==> config.mk <==
export PLATFORM = sky130hd
export DESIGN_NAME = cpu_instr_sequencer
export DESIGN_NICKNAME = d
export VERILOG_FILES = /design/src/rtl/cpu_instr_sequencer.sv
export SDC_FILE = /design/constraint.sdc
export NUM_CORES = 1
export LEC_CHECK = 0
export CAP_MARGIN = 10
export CORE_ASPECT_RATIO = 1.25
export CORE_UTILIZATION = 45
export DETAILED_ROUTE_END_ITERATION = 7
export PLACE_DENSITY = 0.67
export SLEW_MARGIN = 15
export SYNTH_ARGS = -nofsm -noshare
export SYNTH_HDL_FRONTEND = slang
export SYNTH_SLANG_ARGS = --single-unit
==> constraint.sdc <==
create_clock -name iCLK -period 2.1 [get_ports iCLK]
set_clock_uncertainty 0.05 [all_clocks]
set_input_delay 0.42 -clock iCLK [delete_from_list [all_inputs] [get_ports iCLK]]
set_output_delay 0.42 -clock iCLK [all_outputs]
set_load 0.01 [all_outputs]
==> src/rtl/cpu_instr_sequencer.sv <==
// cpu_instr_sequencer
// Holds a small loadable program RAM and steps through it one instruction at a
// time: fetch, issue to the cpu, wait a fixed cpu latency, capture the result
// tagged with its program index, then advance. A HALT_OP entry or the last RAM
// entry ends the run.
// Optional feature macro: SEQ_STEP_EN adds iSTEP_MODE/iSTEP and a PAUSE state
// so a run can be single-stepped one instruction at a time.
module cpu_instr_sequencer #(
    parameter int unsigned PROG_DEPTH = 16,
    parameter int unsigned ADDR_W     = 4,
    parameter int unsigned CPU_LAT    = 2,
    parameter logic [7:0]  HALT_OP    = 8'hFF
) (
    input  logic              iCLK,
    input  logic              iRESET,
    input  logic              iLOAD_WE,
    input  logic [ADDR_W-1:0] iLOAD_ADDR,
    input  logic [7:0]        iLOAD_DATA,
    input  logic              iSTART,
    input  logic              iABORT,
    output logic [7:0]        oCPU_INSTR,
    output logic              oCPU_ISSUE,
    input  logic [7:0]        iCPU_RESULT,
    output logic [7:0]        oRESULT,
    output logic              oRESULT_VALID,
    output logic [ADDR_W-1:0] oRESULT_PC,
    output logic [ADDR_W-1:0] oPC,
    output logic              oBUSY,
`ifdef SEQ_STEP_EN
    input  logic              iSTEP_MODE,
    input  logic              iSTEP,
`endif
    output logic              oDONE
);

    // Wait counter only ever holds CPU_LAT-1 down to 1.
    localparam int unsigned CNT_W = (CPU_LAT > 1) ? $clog2(CPU_LAT) : 1;
    localparam logic [ADDR_W-1:0] LAST_PC = ADDR_W'(PROG_DEPTH - 1);

    typedef enum logic [2:0] {
        S_IDLE,
        S_FETCH,
        S_ISSUE,
        S_WAIT,
        S_CAPTURE,
        S_DONE
`ifdef SEQ_STEP_EN
        ,
        S_PAUSE
`endif
    } state_t;

    state_t            state_q, state_d;
    logic [ADDR_W-1:0] pc_q, pc_d;
    logic [CNT_W-1:0]  cnt_q, cnt_d;
    logic [7:0]        instr_q, instr_d;
    logic [7:0]        result_q, result_d;
    logic [ADDR_W-1:0] rpc_q, rpc_d;
    logic              rvalid_q, rvalid_d;
    logic [7:0]        fetch_q;
    logic              issue;
    logic              done;

    logic [7:0] mem [PROG_DEPTH];

    // Program RAM: writes accepted only while idle; registered read in FETCH.
    always_ff @(posedge iCLK) begin
        if (iLOAD_WE && (state_q == S_IDLE)) begin
            mem[iLOAD_ADDR] <= iLOAD_DATA;
        end
        if (state_q == S_FETCH) begin
            fetch_q <= mem[pc_q];
        end
    end

    // State and datapath registers.
    always_ff @(posedge iCLK or posedge iRESET) begin
        if (iRESET) begin
            state_q  <= S_IDLE;
            pc_q     <= '0;
            cnt_q    <= '0;
            instr_q  <= '0;
            result_q <= '0;
            rpc_q    <= '0;
            rvalid_q <= 1'b0;
        end else begin
            state_q  <= state_d;
            pc_q     <= pc_d;
            cnt_q    <= cnt_d;
            instr_q  <= instr_d;
            result_q <= result_d;
            rpc_q    <= rpc_d;
            rvalid_q <= rvalid_d;
        end
    end

    // Next-state logic; abort overrides every transition outside IDLE.
    always_comb begin
        state_d  = state_q;
        pc_d     = pc_q;
        cnt_d    = cnt_q;
        instr_d  = instr_q;
        result_d = result_q;
        rpc_d    = rpc_q;
        rvalid_d = 1'b0;
        issue    = 1'b0;
        done     = 1'b0;

        if (iABORT && (state_q != S_IDLE)) begin
            state_d = S_IDLE;
        end else begin
            case (state_q)
                S_IDLE: begin
                    if (iSTART) begin
                        state_d = S_FETCH;
                        pc_d    = '0;
                    end
                end
                S_FETCH: begin
                    state_d = S_ISSUE;
                end
                S_ISSUE: begin
                    if (fetch_q == HALT_OP) begin
                        state_d = S_DONE;
                    end else begin
                        instr_d = fetch_q;
                        issue   = 1'b1;
                        cnt_d   = CNT_W'(CPU_LAT - 1);
                        state_d = (CPU_LAT == 1) ? S_CAPTURE : S_WAIT;
                    end
                end
                S_WAIT: begin
                    cnt_d = cnt_q - CNT_W'(1);
                    if (cnt_q == CNT_W'(1)) begin
                        state_d = S_CAPTURE;
                    end
                end
                S_CAPTURE: begin
                    result_d = iCPU_RESULT;
                    rpc_d    = pc_q;
                    rvalid_d = 1'b1;
                    if (pc_q == LAST_PC) begin
                        state_d = S_DONE;
`ifdef SEQ_STEP_EN
                    end else if (iSTEP_MODE) begin
                        state_d = S_PAUSE;
`endif
                    end else begin
                        pc_d    = pc_q + ADDR_W'(1);
                        state_d = S_FETCH;
                    end
                end
                S_DONE: begin
                    done    = 1'b1;
                    state_d = S_IDLE;
                end
`ifdef SEQ_STEP_EN
                S_PAUSE: begin
                    if (iSTEP) begin
                        pc_d    = pc_q + ADDR_W'(1);
                        state_d = S_FETCH;
                    end
                end
`endif
                default: begin
                    state_d = S_IDLE;
                end
            endcase
        end
    end

    assign oCPU_INSTR    = instr_q;
    assign oCPU_ISSUE    = issue;
    assign oRESULT       = result_q;
    assign oRESULT_VALID = rvalid_q;
    assign oRESULT_PC    = rpc_q;
    assign oPC           = pc_q;
    assign oBUSY         = (state_q != S_IDLE);
    assign oDONE         = done;

endmodule

==> results.py <==
metrics = {
    "drt": {
        "dr.pass1.iters": 4,
        "drc": 0,
        "totalWireLength_mm": 12.47,
        "vias": 3549,
        "wl_per_cell_um": 18.84,
        "final_antenna_net_count": 0,
        "vias_per_cell": 5.361,
        "drtIter0Drc": 282,
    },
    "worst_setup_path": {
        "worstPathArrival_ns": 1.53,
        "cp-startpoint": "oPC[0]",
        "ff2ff_path_depth": 6,
        "critPathRequiredTime_ns": 1.63,
        "timing.rr.end": "mem[1][4]",
        "cp-end-kind": "primary output",
        "reg2reg_from": "state_q[0]",
        "path_class": "flip-flop to primary output",
        "reg2reg_slack_ns": 0.1,
        "cp-endpoint": "oPC[0]",
        "cp_max_fo": 10,
        "worst_setup_path_start_kind": "flip-flop",
    },
    "cts": {
        "hold_buffers": 0,
        "cts_tree": "built",
        "clk_pin_slew_ns": 0.07,
        "cts.sink_count": 165,
        "worstSkewPairLatency_ns": 0.42,
        "htree_levels": 4,
        "clk_path_buf_depth": 2,
        "numCtsBuffers": 17,
        "root_buffer": "clkbuf_16",
    },
    "layout": {
        "fillers": 1118,
        "regArea_mm2": 0.004812,
        "syn_to_final_growth_pct": 24.02,
        "multi_input_area_mm2": 0.001677,
        "layout-drive-gt1-share_pct": 26.86,
        "final_core_util_pct": 57.05,
        "finalNetCount": 497,
        "diodes": 0,
    },
    "die": {
        "start_util_pct": 46.00,
        "dieArea_mm2": 0.01516,
        "core_area_mm2": 0.01435,
        "die_x_um": 110.3,
        "pin_count": 53,
        "die_y_um": 137.4,
        "fp-row-count": 49,
    },
    "yosys": {
        "yosysMostFrequentCell": "edfxtp_1",
        "synth_cells": 372,
        "synth_seq_cells": 165,
        "avgSynthCellArea_um2": 17.74,
        "syn-num-nets": 398,
        "ys_top_cells_by_count": "edfxtp_1, mux2i_1, dfrtp_1, nor2_1",
        "synth_top_cell_by_area": "edfxtp_1",
        "async_reset_ff_share_pct": 17.58,
        "synth_warnings": 0,
        "synth_edf_count": 136,
        "synth_cell_type_count": 39,
        "synth_top_cell_area_share_pct": 61.89,
        "syn_area_mm2": 0.006599,
        "synth_flop_cell": "edfxtp_1",
        "ys_top_cells_by_area": "edfxtp_1, dfrtp_1, mux2i_1",
        "ys_seq_area_share_pct": 72.89,
    },
    "job": {
        "max-cap-violations": 0,
    },
    "place": {
        "port_buffers": 52,
        "place_hpwl_mm": 8.627,
        "gp_congestion": 0.8194,
    },
    "sta": {
        "slew_viol_final": 0,
        "worst_slew_pin_slew_ns": 0.6843,
        "clock.fmax_mhz": 499.3,
        "whs_ns": 0.3342,
        "rsz0062_at_grt": "no",
        "setup_tns_ns": 0,
        "final_hold_viol_count": 0,
        "finalCriticalPeriod_ns": 2.003,
        "max_slew_margin_pct": 54.24,
        "finalCritPeriodShare_pct": 95.37,
        "setup_viol": 0,
    },
    "global_route": {
        "grt_max_degree": 30,
        "grt_use_total_pct": 18.05,
        "grt_pass1_vias": 3715,
        "antenna_found_initial": 0,
        "grt_pass1_wl_mm": 19.62,
        "overflow": 0,
    },
    "power": {
        "ir_drop_mv": 0.5916,
        "powerDensity_mw_per_mm2": 1018,
        "power_leakage_nw": 2.837,
    },
    "hold_path": {
        "hold_class": "input pin to asynchronous set/reset pin",
    },
    "status": {
        "status": "finished clean",
    },
}
==> stage by stage <==
stage                     total power, mW  cells  cell area [um^2]  setup WS (ns)
after floorplan                     4.771    372              6599      -0.002031
after detailed placement            5.402    625              7571        -0.1903
after global placement              5.356    625              7571        -0.1831
after global routing                8.682    662              8184       0.006458
after CTS                           8.405    662              8185       -0.02683
final                               8.334    662              8184        0.09719
==> logic make-up (layout without fill, tap and decap cells) <==
| family | Yosys count | count (layout) | share of synthesized area [%] |
|---|---|---|---|
| AOI/OAI and AO/OA | 34 | 34 | 3.527 |
| adders and majority gates | 1 | 1 | 0.1896 |
| buffers and inverters | 23 | 135 | 1.877 |
| DFF | 165 | 165 | 72.89 |
| muxes | 79 | 79 | 15.45 |
| and+or+nand+nor | 70 | 70 | 6.067 |
==> cells in the final DEF (no fill, tap or decap), drive strengths merged, types with 2 or more instances in the layout <==
master / n
dfrtp: 29
inv: 12
nor2b: 5
nand2: 9
nor3: 7
nor2: 22
o21bai: 2
and2: 2
a2bb2oi: 2
clkdlybuf4s50: 49
nand4: 4
edfxtp: 136
mux4: 16
mux2: 23
or3: 3
a21oi: 3
mux2i: 40
o21ai: 8
a22oi: 16
clkbuf: 19
nand3: 10
nand2b: 4
clkinvlp: 2
buf: 46
clkinv: 5
==> registers in the layout (all words and copies together) (netlist names) <==
name,cells
oRESULT_VALID,1
oCPU_INSTR,8
oRESULT_PC,4
cnt_q,1
fetch_q,8
mem,128
oRESULT,8
state_q,3
oPC,4
==> worst max-delay path: stages (launching register included) <==
cell,delay [ns]
dfrtp_2,0.39
buf_8,0.16
clkdlybuf4s50_1,0.56
==> routing by layer <==
| layer | vias to the layer above | share of wire, % | GRT usage, % |
|---|---|---|---|
| met1 | 1771 | 42 | 22.28 |
| met2 | 108 | 52 | 30.23 |
| met3 | 12 | 4.5 | 3.879 |
| met4 | 0 | 1.4 | 8.260 |
| met5 | - | 0 | 0 |
| li1 | 1658 | - | - |
==> how the worst min path moves through the flow <==
stage / endpoint / cells past startpoint
floorplan: oCPU_INSTR[0] / 1
global placement: oCPU_INSTR[2] / 1
detailed placement: oCPU_INSTR[5] / 1
CTS: oRESULT[1] / 3
global route: oCPU_INSTR[0] / 3
finish: oRESULT_PC[3] / 3
==> cell type report <==
| class | instances | share of cell area [%] |
|---|---|---|
| clock buffer | 17 | 5.198 |
| clock inverter | 15 | 1.728 |
| inverter | 5 | 0.2293 |
| multi-input combinational | 184 | 20.49 |
| sequential | 165 | 58.80 |
| tap | 178 | 2.721 |
| timing repair buffer | 98 | 10.84 |
==> where the power goes <==
group | switching (mW) | internal, mW
combinational | 0.667 | 0.758
clock | 1.29 | 1.66
sequential | 0.126 | 3.83
==> repair_timing <==
| action | in CTS | in global routing |
|---|---|---|
| gates resized for setup | 8 | 4 |
| setup endpoints to repair | 4 | 3 |
| buffers inserted | 5 | 1 |
| pin swaps | 1 | 1 |
No activity file was read; power rests on OpenSTA's default activity.
